[src/rtl/pc_sequencer_if.sv]
// Control and status bundle between the fetch PC sequencer (slave) and the pipeline control (master).
interface pc_sequencer_if;
  logic        stall;
  logic        redirect;
  logic [31:0] redirect_pc;
  logic        exc;
  logic        halt;
  logic        resume;
  logic [31:0] pc;
  logic        fetch_valid;
  logic        flush_ifid;
  logic        pending;
  logic [31:0] redirect_count;

  modport master (
    output stall, redirect, redirect_pc, exc, halt, resume,
    input  pc, fetch_valid, flush_ifid, pending, redirect_count
  );

  modport slave (
    input  stall, redirect, redirect_pc, exc, halt, resume,
    output pc, fetch_valid, flush_ifid, pending, redirect_count
  );
endinterface

[src/rtl/pc_sequencer.sv]
// Fetch PC sequencer for the five-stage MIPS pipeline: exception/halt/redirect/stall arbitration.
// Define PCSEQ_DELAY_SLOT_EN to keep applied redirects from flushing IF/ID (architected delay slot).
module pc_sequencer #(
  parameter logic [31:0] RESET_PC   = 32'h0000_0000,
  parameter logic [31:0] EXC_VECTOR = 32'h0000_0020
) (
  input  logic              clk,
  input  logic              rst,
  pc_sequencer_if.slave     bus
);

  typedef enum logic [1:0] {RUN, PEND, HALT} state_t;

`ifdef PCSEQ_DELAY_SLOT_EN
  localparam logic REDIR_FLUSH = 1'b0;
`else
  localparam logic REDIR_FLUSH = 1'b1;
`endif

  state_t      state_q, state_d;
  logic [31:0] pc_q, pc_d;
  logic [31:0] pend_pc_q, pend_pc_d;
  logic [31:0] cnt_q, cnt_d;
  logic        flush;
  logic        apply_redir;

  always_ff @(posedge clk or posedge rst) begin
    if (rst) begin
      state_q   <= RUN;
      pc_q      <= RESET_PC;
      pend_pc_q <= 32'h0;
      cnt_q     <= 32'h0;
    end else begin
      state_q   <= state_d;
      pc_q      <= pc_d;
      pend_pc_q <= pend_pc_d;
      cnt_q     <= cnt_d;
    end
  end

  always_comb begin
    state_d     = state_q;
    pc_d        = pc_q;
    pend_pc_d   = pend_pc_q;
    flush       = 1'b0;
    apply_redir = 1'b0;

    unique case (state_q)
      RUN: begin
        if (bus.exc) begin
          pc_d  = EXC_VECTOR;
          flush = 1'b1;
        end else if (bus.halt) begin
          state_d = HALT;
        end else if (bus.redirect && !bus.stall) begin
          pc_d        = bus.redirect_pc;
          apply_redir = 1'b1;
        end else if (bus.redirect) begin
          pend_pc_d = bus.redirect_pc;
          state_d   = PEND;
        end else if (!bus.stall) begin
          pc_d = pc_q + 32'd1;
        end
      end
      PEND: begin
        // New redirects are ignored here: the latched one is older in program order.
        if (bus.exc) begin
          pc_d      = EXC_VECTOR;
          flush     = 1'b1;
          pend_pc_d = 32'h0;
          state_d   = RUN;
        end else if (bus.halt) begin
          pend_pc_d = 32'h0;
          state_d   = HALT;
        end else if (!bus.stall) begin
          pc_d        = pend_pc_q;
          apply_redir = 1'b1;
          state_d     = RUN;
        end
      end
      HALT: begin
        // IF/ID holds no live fetch while halted, so the exception exit does not flush.
        if (bus.exc) begin
          pc_d    = EXC_VECTOR;
          state_d = RUN;
        end else if (bus.resume) begin
          pc_d    = pc_q + 32'd1;
          state_d = RUN;
        end
      end
      default: state_d = RUN;
    endcase

    if (apply_redir) flush = REDIR_FLUSH;
    cnt_d = (apply_redir && (cnt_q != 32'hFFFF_FFFF)) ? cnt_q + 32'd1 : cnt_q;
  end

  assign bus.pc             = pc_q;
  assign bus.flush_ifid     = flush;
  assign bus.pending        = (state_q == PEND);
  assign bus.fetch_valid    = (state_q != HALT) && !bus.stall;
  assign bus.redirect_count = cnt_q;

endmodule

[src/flat_wrapper.sv]
// flat-port wrapper written by rule: the top's interface ports become plain ports
module pc_sequencer_flat 
#(
  parameter logic [31:0] RESET_PC   = 32'h0000_0000,
  parameter logic [31:0] EXC_VECTOR = 32'h0000_0020
)
  (clk, rst, bus_stall, bus_redirect, bus_redirect_pc, bus_exc, bus_halt, bus_resume, bus_pc, bus_fetch_valid, bus_flush_ifid, bus_pending, bus_redirect_count);
  pc_sequencer_if bus_i ();
  input  logic clk;
  input  logic rst;
  input wire logic [$bits(bus_i.stall)-1:0] bus_stall;
  input wire logic [$bits(bus_i.redirect)-1:0] bus_redirect;
  input wire logic [$bits(bus_i.redirect_pc)-1:0] bus_redirect_pc;
  input wire logic [$bits(bus_i.exc)-1:0] bus_exc;
  input wire logic [$bits(bus_i.halt)-1:0] bus_halt;
  input wire logic [$bits(bus_i.resume)-1:0] bus_resume;
  output wire logic [$bits(bus_i.pc)-1:0] bus_pc;
  output wire logic [$bits(bus_i.fetch_valid)-1:0] bus_fetch_valid;
  output wire logic [$bits(bus_i.flush_ifid)-1:0] bus_flush_ifid;
  output wire logic [$bits(bus_i.pending)-1:0] bus_pending;
  output wire logic [$bits(bus_i.redirect_count)-1:0] bus_redirect_count;
  assign bus_i.stall = bus_stall;
  assign bus_i.redirect = bus_redirect;
  assign bus_i.redirect_pc = bus_redirect_pc;
  assign bus_i.exc = bus_exc;
  assign bus_i.halt = bus_halt;
  assign bus_i.resume = bus_resume;
  assign bus_pc = bus_i.pc;
  assign bus_fetch_valid = bus_i.fetch_valid;
  assign bus_flush_ifid = bus_i.flush_ifid;
  assign bus_pending = bus_i.pending;
  assign bus_redirect_count = bus_i.redirect_count;
  pc_sequencer #(.RESET_PC(RESET_PC), .EXC_VECTOR(EXC_VECTOR)) u_core (.clk(clk), .rst(rst), .bus(bus_i));
endmodule
[config.mk]
export PLATFORM = sky130hd
export DESIGN_NAME = pc_sequencer_flat
export DESIGN_NICKNAME = d
export VERILOG_FILES = /design/src/rtl/pc_sequencer_if.sv /design/src/rtl/pc_sequencer.sv /design/src/flat_wrapper.sv
export SDC_FILE = /design/constraint.sdc
export NUM_CORES = 1
export LEC_CHECK = 0
export BUFFER_PORTS_ARGS = -buffer_cell sky130_fd_sc_hd__buf_2
export CELL_PAD_IN_SITES_DETAIL_PLACEMENT = 0
export CELL_PAD_IN_SITES_GLOBAL_PLACEMENT = 1
export CORE_MARGIN = 1
export CORE_UTILIZATION = 27
export DETAILED_ROUTE_END_ITERATION = 16
export PLACE_DENSITY = 0.57
export SYNTH_ARGS = -nofsm -noshare
export SYNTH_HDL_FRONTEND = slang
export SYNTH_SLANG_ARGS = --single-unit
[constraint.sdc]
create_clock -name clk -period 2.3 [get_ports clk]
set_input_delay 0 -clock clk [delete_from_list [all_inputs] [get_ports clk]]
set_output_delay 0 -clock clk [all_outputs]
set_load 0.03 [all_outputs]
==> results.toml, run 1 <==
[timing]
period_needed_ns = 2.198
hold-worst-slack_ns = 0.08582
timing.setup.tns_ns = 0
fmax_mhz = 454.9
fin_worst_skew_ns = 0.007272
setup-violations-final = 0
hold_viol_final = 0
max-slew-margin-rel_pct = 48.86
tightest_slew_ns = 0.7655
layout_worst_path_cycle_share_pct = 95.58
count_of_final_max_slew_check_failures = 0
grt_setup_unrepaired = "true"

[final_layout]
mostFrequentLayoutCells = "127 x sky130_fd_sc_hd__nand2_1, 105 x sky130_fd_sc_hd__buf_2, 89 x sky130_fd_sc_hd__dfrtp_1"
layout-drive-gt1-share_pct = 26.60
area.growth.synth_to_final_pct = 35.66
stdcell_count = 1112
antennaDiodeCount = 0
filler_cell_count = 2167
mostFrequentLayoutCell = "sky130_fd_sc_hd__nand2_1"
finalNetCount = 882

[job]
maxCapViolCount = 0

[clocking]
cts_htree_levels = 3
cts_buffers = 9
worstSkewPairLatency_ns = 0.35
cts_root_buffer = "sky130_fd_sc_hd__clkbuf_16"
clk_path_buf_depth = 2
cts_sinks = 98
tritoncts = "built"
clk_pin_slew_worst_paths_ns = 0.07

[die]
dieWidth_um = 147.0
floorplan.core_area_mm2 = 0.02043
ios = 106
fp.dieH_um = 147.0
dieArea_mm2 = 0.02160
initial_core_util_pct = 27.77
rows = 52

[critical_path]
timing.reg2reg.setup_slack_ns = 0.10
critical_path_arrival_ns = 2.49
cp_cell_sequence = "buf_4 > ha_1 > nor3b_2 > a211oi_4 > a31oi_2 > or4_4 > o21ai_2 > a22o_1"
worst-r2r-cell-count = 8
slowest_delay_ns = 0.53
cp_max_fo = 3
crit-reg2reg-launch = "u_core.state_q[1]"
critical_path.startpoint_type = "register"
timing.rr.end = "u_core.bus.pc[30]"
worst_setup_path_end_kind = "register"
criticalPathCategory = "register to register"
crit_path_top_delay_cell = "sky130_fd_sc_hd__or4_4"
critical_path_required_ns = 2.59

[route]
viasPerCell = 5.149
routedWlPerCell_um = 17.43
drcViolationCount = 0
via_count = 5726
drt-total-wl_um = 19380
final_antenna_net_count = 0
dr.pass1.iters = 5
drt_iter0_markers = 289

[placed_design]
count_of_input_and_output_buffers = 105
gp_routability_congestion = 0.8161
numPlacedInstances = 1058
post-dp-hpwl_um = 13660

[power_and_ir_drop]
powerDensity_mw_per_mm2 = 959.0
worst_ir_drop_vdd_mv = 0.3770
p_int_mw = 4.304
pwr-share-comb_pct = 42.7
power.share.sequential_pct = 35.3
net_switching_fraction_of_the_power_pct = 41.69
power.static_leakage_nw = 3.622
power_frac_clock_pct = 22.0
p_switching_mw = 3.078
design_power_total_mw = 7.382

[synthesis]
top_cell_type_by_total_area_after_synthesis = "sky130_fd_sc_hd__dfrtp_1"
postSynthAreaPerCell_um2 = 8.610
synth.ff_latch_count = 98
top_cells_by_area_in_the_synthesized_netlist = "sky130_fd_sc_hd__dfrtp_1 43%, sky130_fd_sc_hd__nand2_1 8.4%, sky130_fd_sc_hd__nand3_1 5.5%"
synth_edf_count = 0
ys_dominant_reg_cell = "sky130_fd_sc_hd__dfrtp_1"
synth-async-reset-ratio_pct = 100.0
yosys_warnings = 0
area_share_of_the_leading_cell_type_in_the_synthesized_netlist_pct = 43.22
post_synth_instance_area_mm2 = 0.005674
syn_inst = 659
netlist-cell-type-count = 66
synth_fp_nets = 704
seq_area_frac_synth_pct = 43.22

[global_route]
overflow = 0
grt_pass1_wl_um = 31240
use_met1_pct = 24.98
grt_usage_pct = 18.46
largest_net_degree_at_the_start_of_global_routing = 52
met3_grt_util_pct = 3.509
global_route_met2_usage_pct = 30.17
first_global_vias = 5690
grt_busiest_layer = "met2"
grt_antenna_before_repair = 0

[min_path]
whs_endpoint = "u_core.state_q[1]"
min_from = "bus_resume"
worstHoldPathCells = 5
path_class_of_the_lowest_slack_min_delay_path = "input pin to register"

[run_status]
status = "finished, final reports clean"
## cell type report
| class | count | area [um^2] | share of cell area (%) |
|---|---|---|---|
| flip-flops and latches | 98 | 2464 | 32.01 |
| multi-input cells | 510 | 3108 | 40.38 |
| clock inverters | 5 | 60.06 | 0.7802 |
| clock buffers | 11 | 252.7 | 3.283 |
| inverters | 14 | 56.30 | 0.7315 |
| repair buffers | 204 | 1419 | 18.43 |
| well taps | 270 | 337.8 | 4.389 |
## metrics by stage
step                cell area (um^2)  worst slack, ns  util [%]
finish                          7697           0.1016     37.68
global route                    7697        -0.005829     37.68
CTS                             7604         -0.01028     37.22
detailed placement              6932         -0.07717     33.93
global placement                6932          0.06167     33.93
floorplan                       5693         0.001042         -
## cells in the mapped netlist (all sizes together), types with 6 or more instances
cell / count
ha: 6
nand2: 127
and4: 6
nand3: 62
xnor2: 34
and3: 11
nor2: 35
nand4: 22
xor2: 13
nor4: 7
nor3: 15
a22oi: 10
inv: 13
buf: 6
clkbuf: 31
dfrtp: 98
o211ai: 9
a21oi: 23
mux2i: 7
o21ai: 51
## kinds of logic (layout without fill, tap and decap cells)
| family | after synthesis | after routing | share of synthesized area [%] |
|---|---|---|---|
| DFF | 98 | 98 | 43.22 |
| and+or+nand+nor | 301 | 301 | 25.93 |
| buffers and inverters | 51 | 234 | 3.462 |
| adders and majority gates | 6 | 6 | 1.323 |
| AOI/OAI and AO/OA | 148 | 148 | 17.38 |
| xor gates and xnor gates | 47 | 47 | 7.255 |
| muxes | 8 | 8 | 1.433 |
## critical path, delay by kind of cell (launching register included)
kind            cells  cell delay (ns)
simple gates        2             0.71
flops               1             0.40
buf+inv             1             0.15
compound gates      4             0.71
fa+ha+maj           1             0.18
## per-layer routing
metal / vias to the layer above / wire, um
met5: - / 0
met4: 0 / 155
met2: 177 / 9169
met1: 2816 / 8852
met3: 12 / 1203
li1: 2721 / -
## power groups by stage
| stage | clock network, mW | registers, mW | logic [mW] |
|---|---|---|---|
| 2_1_floorplan | 0 | 2.96 | 1.46 |
| 5_1_grt | 1.74 | 2.67 | 3.48 |
| 3_5_place_dp | 0 | 2.63 | 3.02 |
| 6_report | 1.62 | 2.60 | 3.16 |
| 4_1_cts | 1.68 | 2.60 | 3.09 |
| 3_3_place_gp | 0 | 2.61 | 2.98 |
## what timing repair did
item | in CTS | in global routing
pin swaps | 0 | 4
hold endpoints to repair | 72 | 0
setup endpoints to repair | 22 | 34
resized for setup | 3 | 18
hold buffers | 34 | 0
setup buffers | 1 | 3
## worst max path at each step
stage,start,endpoint,cells past startpoint
2_1_floorplan,u_core.state_q[1],u_core.bus.pc[30],8
3_3_place_gp,u_core.state_q[0],u_core.bus.pc[14],9
3_5_place_dp,u_core.state_q[0],u_core.bus.pc[1],8
4_1_cts,u_core.state_q[1],u_core.bus.pc[30],8
5_1_grt,u_core.state_q[1],u_core.bus.pc[30],8
6_report,u_core.state_q[1],u_core.bus.pc[30],8
## flip-flops by register name, summed over array words and instances, names as in the netlist
signal                     cells
u_core.bus.pc                 32
u_core.pend_pc_q              32
u_core.bus.redirect_count     32
u_core.state_q                 2
Power figures use the tool's default switching activity.
==> run 2, diff against run 1 <==
Settings changed: CORE_UTILIZATION 27 to 38, GPL_ROUTABILITY_DRIVEN from default to 0, PLACE_DENSITY 0.57 to 0.76.
==> run 2 against run 1 <==
Compared with the run above:
- via count shrank 0.91%
- largest power group unchanged
- cell area shrank 2.3%
- largest cell class unchanged
- first-iteration DRC count grew 12%
==> results.toml, run 2 (same netlist as run 1, synthesis figures left out) <==
[run_status]
status = "finished, final reports clean"

[die]
floorplan.core_area_mm2 = 0.01453
ios = 106
rows = 44
dieWidth_um = 124.2
dieArea_mm2 = 0.01542
initial_core_util_pct = 39.04
fp.dieH_um = 124.2

[route]
final_antenna_net_count = 0
via_count = 5674
drt-total-wl_um = 18000
dr.pass1.iters = 5
routedWlPerCell_um = 17.63
viasPerCell = 5.557
drcViolationCount = 0
drt_iter0_markers = 324

[global_route]
met3_grt_util_pct = 4.304
use_met1_pct = 32.50
grt_antenna_before_repair = 0
grt_pass1_wl_um = 28830
global_route_met2_usage_pct = 39.95
grt_busiest_layer = "met2"
largest_net_degree_at_the_start_of_global_routing = 37
grt_usage_pct = 24.39
overflow = 0
first_global_vias = 5627

[min_path]
path_class_of_the_lowest_slack_min_delay_path = "input pin to register"

[critical_path]
criticalPathCategory = "register to register"
worst_setup_path_end_kind = "register"
critical_path.startpoint_type = "register"
crit_path_top_delay_cell = "sky130_fd_sc_hd__dfrtp_1"
critical_path_required_ns = 2.55
cp_cell_sequence = "inv_2 > ha_4 > buf_4 > a21oi_1 > nor4_2 > buf_4 > and3_2 > o2111a_2 > nand4_1 > xnor2_1"
critical_path_arrival_ns = 2.49
critical_path.n_buffers_inverters = 3
cp_max_fo = 8
critPathMostFrequentCell = "sky130_fd_sc_hd__buf_4"
critical-path-top-delay-family = "simple AND/OR/NAND/NOR gates"
slowest_delay_ns = 0.43

[placed_design]
count_of_input_and_output_buffers = 105
post-dp-hpwl_um = 12880
dpl-instance-area_mm2 = 0.006739

[timing]
layout_worst_path_cycle_share_pct = 97.47
grt_setup_unrepaired = "true"
tightest_slew_ns = 0.5183
count_of_final_max_slew_check_failures = 0
hold-worst-slack_ns = 0.06498
hold_viol_final = 0
max-slew-margin-rel_pct = 65.32
period_needed_ns = 2.242
fmax_mhz = 446.1
setup-violations-final = 0
fin_worst_skew_ns = 0.006255

[power_and_ir_drop]
powerDensity_mw_per_mm2 = 977.1
worst_ir_drop_vdd_mv = 0.5593
design_power_total_mw = 7.347
power.static_leakage_nw = 3.588

[clocking]
tritoncts = "built"
worstSkewPairLatency_ns = 0.37
cts_htree_levels = 3
cts_buffers = 9
cts_root_buffer = "sky130_fd_sc_hd__clkbuf_16"
clk_pin_slew_worst_paths_ns = 0.08
clk_path_buf_depth = 2
cts_sinks = 98

[final_layout]
multi_input_comb_area_mm2 = 0.003098
filler_cell_count = 1421
antennaDiodeCount = 0
area.growth.synth_to_final_pct = 32.52
mostFrequentLayoutCell = "sky130_fd_sc_hd__nand2_1"
design_area_mm2 = 0.007520
seqCellArea_mm2 = 0.002462
mostFrequentLayoutCells = "126 x sky130_fd_sc_hd__nand2_1, 105 x sky130_fd_sc_hd__buf_2, 90 x sky130_fd_sc_hd__dfrtp_1"
finalNetCount = 877
layout-drive-gt1-share_pct = 26.05
finalCoreUtilization_pct = 51.74

[job]
maxCapViolCount = 0
## run 2: cell count changes in the layout (fill, tap and decap cells not counted), sizes merged
cell / change
clkinvlp: -1
buf: -5
clkbuf: -2
clkinv: -1
inv: +4
## run 2: power by group
| part | switching (mW) | internal [mW] |
|---|---|---|
| Combinational | 1.87 | 1.19 |
| Sequential | 0.444 | 2.19 |
| Clock | 0.782 | 0.878 |
## run 2: final cells by class
type,count,share of cell area [%]
Multi-Input combinational cell,510,41.20
Sequential cell,98,32.75
Timing Repair Buffer,199,18.05
Tap cell,184,3.062
Clock buffer,9,2.995
Clock inverter,7,1.198
Inverter,14,0.7488
## run 2: repair_timing
item | 4_1_cts | 5_1_grt
pin swaps | 0 | 4
buffers inserted | 1 | 6
setup endpoints to repair | 13 | 33
hold buffers | 34 | 0
gates resized for setup | 2 | 14
hold endpoints to repair | 89 | 0
## run 2: routing by layer
layer | part of all wire [%] | vias up
met2 | 48 | 148
met4 | 1.4 | 0
met3 | 4.5 | 20
li1 | - | 2721
met1 | 46 | 2785
met5 | 0 | -
## run 2: final timing paths
kind                                     start                             to  slack (ns)  cells past startpoint
min in group asynchronous                  rst   u_core.bus.redirect_count[6]        0.17                      3
setup reg to reg             u_core.state_q[0]  u_core.bus.redirect_count[23]        0.06                     10
hold / removal                      bus_resume              u_core.state_q[0]        0.06                      5
max in group asynchronous                  rst              u_core.bus.pc[14]        1.45                      4
setup / recovery             u_core.state_q[0]  u_core.bus.redirect_count[23]        0.06                     10
hold reg to reg            u_core.pend_pc_q[2]            u_core.pend_pc_q[2]        0.47                      2
## run 2: worst reg2reg max path: stages (launching register included)
cell                       delay (ns)
sky130_fd_sc_hd__dfrtp_1         0.43
sky130_fd_sc_hd__inv_2           0.11
sky130_fd_sc_hd__ha_4            0.14
sky130_fd_sc_hd__buf_4           0.13
sky130_fd_sc_hd__a21oi_1         0.09
sky130_fd_sc_hd__nor4_2          0.22
sky130_fd_sc_hd__buf_4           0.18
sky130_fd_sc_hd__and3_2          0.21
sky130_fd_sc_hd__o2111a_2        0.33
sky130_fd_sc_hd__nand4_1         0.15
sky130_fd_sc_hd__xnor2_1         0.15
## run 2: metrics by stage
step | worst slack (ns) | std cells | setup TNS [ns]
after floorplan | 0.001042 | 659 | 0
after global placement | 0.03212 | 964 | 0
after global routing | -0.02059 | 1021 | -0.03657
after detailed placement | -0.09437 | 964 | -0.5605
after CTS | -0.003365 | 1015 | -0.003365
final | 0.05822 | 1021 | 0
==> run 3, diff against run 2 <==
Settings changed: SETUP_SLACK_MARGIN from default to 0.1.
==> run 3 against run 2 <==
Compared with the run above:
- sequential share of layout area shrank 0.55 points
- clock skew grew 0.0020 ns
- die area is the same
- cell area grew 1.9%
- wire length grew 0.39%
- combinational power grew 5%
- non-clock buffer count grew 6
- power grew 0.16%
- cell count grew 0.69%
- via count grew 0.41%
- hold slack gained 0.013 ns
- critical path type unchanged
- highest routed layer unchanged
==> results.toml, run 3 (same netlist as run 1, synthesis figures left out) <==
[run_status]
status = "finished, final reports clean"

[global_route]
overflow = 0
global_route_met2_usage_pct = 39.33
use_met1_pct = 31.58
grt_antenna_before_repair = 0
grt_busiest_layer = "met2"
grt_pass1_wl_um = 27910
met3_grt_util_pct = 3.800
largest_net_degree_at_the_start_of_global_routing = 99
first_global_vias = 5361
grt_usage_pct = 23.80

[clocking]
clk_pin_slew_worst_paths_ns = 0.08
cts_sinks = 98
cts_root_buffer = "sky130_fd_sc_hd__clkbuf_16"
cts_htree_levels = 3
tritoncts = "built"
clk_path_buf_depth = 2
cts_buffers = 9
worstSkewPairLatency_ns = 0.36

[die]
fp.dieH_um = 124.2
floorplan.core_area_mm2 = 0.01453
rows = 44
dieWidth_um = 124.2
initial_core_util_pct = 39.04
ios = 106
dieArea_mm2 = 0.01542

[final_layout]
antennaDiodeCount = 0
mostFrequentLayoutCell = "sky130_fd_sc_hd__nand2_1"
seqCellArea_mm2 = 0.002466
filler_cell_count = 1420
multi_input_comb_area_mm2 = 0.003212
mostFrequentLayoutCells = "126 x sky130_fd_sc_hd__nand2_1, 105 x sky130_fd_sc_hd__buf_2, 87 x sky130_fd_sc_hd__dfrtp_1"
design_area_mm2 = 0.007660
finalNetCount = 884
layout-drive-gt1-share_pct = 28.08
area.growth.synth_to_final_pct = 34.99

[critical_path]
critical_path.startpoint_type = "register"
critical_path_required_ns = 2.61
cp_max_fo = 4
worst-r2r-cell-count = 8
criticalPathCategory = "register to register"
timing.rr.end = "u_core.bus.pc[30]"
worst_setup_path_end_kind = "register"
timing.reg2reg.setup_slack_ns = 0.14
critical_path_arrival_ns = 2.46
crit-reg2reg-launch = "u_core.state_q[0]"

[power_and_ir_drop]
power.static_leakage_nw = 3.628
powerDensity_mw_per_mm2 = 960.7
worst_ir_drop_vdd_mv = 0.4568
power.share.sequential_pct = 35.6
power_frac_clock_pct = 21.0
p_switching_mw = 3.130
pwr-share-comb_pct = 43.4
p_int_mw = 4.229
net_switching_fraction_of_the_power_pct = 42.54

[route]
final_antenna_net_count = 0
drt-total-wl_um = 18070
dr.pass1.iters = 5
routedWlPerCell_um = 17.58
via_count = 5697
drt_iter0_markers = 322
viasPerCell = 5.542
drcViolationCount = 0

[placed_design]
count_of_input_and_output_buffers = 105
post-dp-hpwl_um = 12380
dpl-instance-area_mm2 = 0.006799

[min_path]
path_class_of_the_lowest_slack_min_delay_path = "input pin to register"
min_from = "bus_redirect"
worstHoldPathCells = 3
whs_endpoint = "u_core.state_q[0]"

[timing]
layout_worst_path_cycle_share_pct = 93.84
setup-violations-final = 0
count_of_final_max_slew_check_failures = 0
period_needed_ns = 2.158
timing.setup.tns_ns = 0
grt_setup_unrepaired = "true"
hold_viol_final = 0
fin_worst_skew_ns = 0.008240
tightest_slew_ns = 0.5600
fmax_mhz = 463.3
max-slew-margin-rel_pct = 62.66

[job]
maxCapViolCount = 0
run 3: how the worst max path moves through the flow:
stage	startpoint	endpoint
after CTS	u_core.state_q[0]	u_core.bus.pc[29]
after detailed placement	u_core.state_q[0]	u_core.bus.pc[29]
after floorplan	u_core.bus.pc[5]	u_core.bus.pc[15]
final	u_core.state_q[0]	u_core.bus.pc[30]
after global placement	u_core.state_q[0]	u_core.bus.pc[29]
after global routing	u_core.bus.pc[2]	u_core.bus.pc[18]
run 3: what timing repair did:
action / 4_1_cts / 5_1_grt
gates cloned: 0 / 1
hold buffers: 34 / 0
gates resized for setup: 14 / 20
hold endpoints to repair: 140 / 0
pin swaps: 3 / 12
buffers inserted: 2 / 8
setup endpoints to repair: 28 / 49
run 3: area by class of cell:
| class | count | area share (%) |
|---|---|---|
| flip-flops and latches | 98 | 32.20 |
| clock inverters | 6 | 0.7187 |
| well taps | 184 | 3.006 |
| multi-input cells | 511 | 41.93 |
| clock buffers | 10 | 3.120 |
| inverters | 14 | 0.7351 |
| repair buffers | 205 | 18.29 |
run 3: metrics by stage:
step | hold slack (ns) | power [mW] | setup WS [ns] | std cells | util (%)
6_report | 0.07757 | 7.359 | 0.1417 | 1028 | 52.70
2_1_floorplan | 0.1118 | 4.494 | 0.07856 | 659 | -
4_1_cts | 0.07068 | 7.242 | 0.06899 | 1019 | 51.64
3_3_place_gp | 0.2035 | 5.504 | 0.08501 | 967 | 46.78
5_1_grt | 0.1337 | 7.804 | 0.06874 | 1028 | 52.70
3_5_place_dp | 0.2085 | 5.575 | -0.01200 | 967 | 46.78
run 3: critical path, cell delays in order, from the launching register on:
cell and delay [ns]:
sky130_fd_sc_hd__dfrtp_2 0.43, sky130_fd_sc_hd__inv_2 0.07, sky130_fd_sc_hd__ha_4 0.16, sky130_fd_sc_hd__or2_4 0.24, sky130_fd_sc_hd__a211oi_4 0.34, sky130_fd_sc_hd__a31oi_2 0.15, sky130_fd_sc_hd__or4_1 0.43, sky130_fd_sc_hd__o21ai_1 0.13
sky130_fd_sc_hd__a22o_1 0.14
run 3: routing by layer:
metal,vias to the layer above,share of wire [%]
met2,166,48
li1,2729,-
met3,14,4.9
met4,0,1.3
met5,-,0
met1,2788,46
run 3: power groups by stage:
| stage | clock network (mW) | registers, mW | logic, mW |
|---|---|---|---|
| 2_1_floorplan | 0 | 2.97 | 1.52 |
| 3_3_place_gp | 0 | 2.61 | 2.89 |
| 3_5_place_dp | 0 | 2.64 | 2.94 |
| 4_1_cts | 1.58 | 2.61 | 3.05 |
| 5_1_grt | 1.63 | 2.67 | 3.50 |
| 6_report | 1.55 | 2.62 | 3.19 |
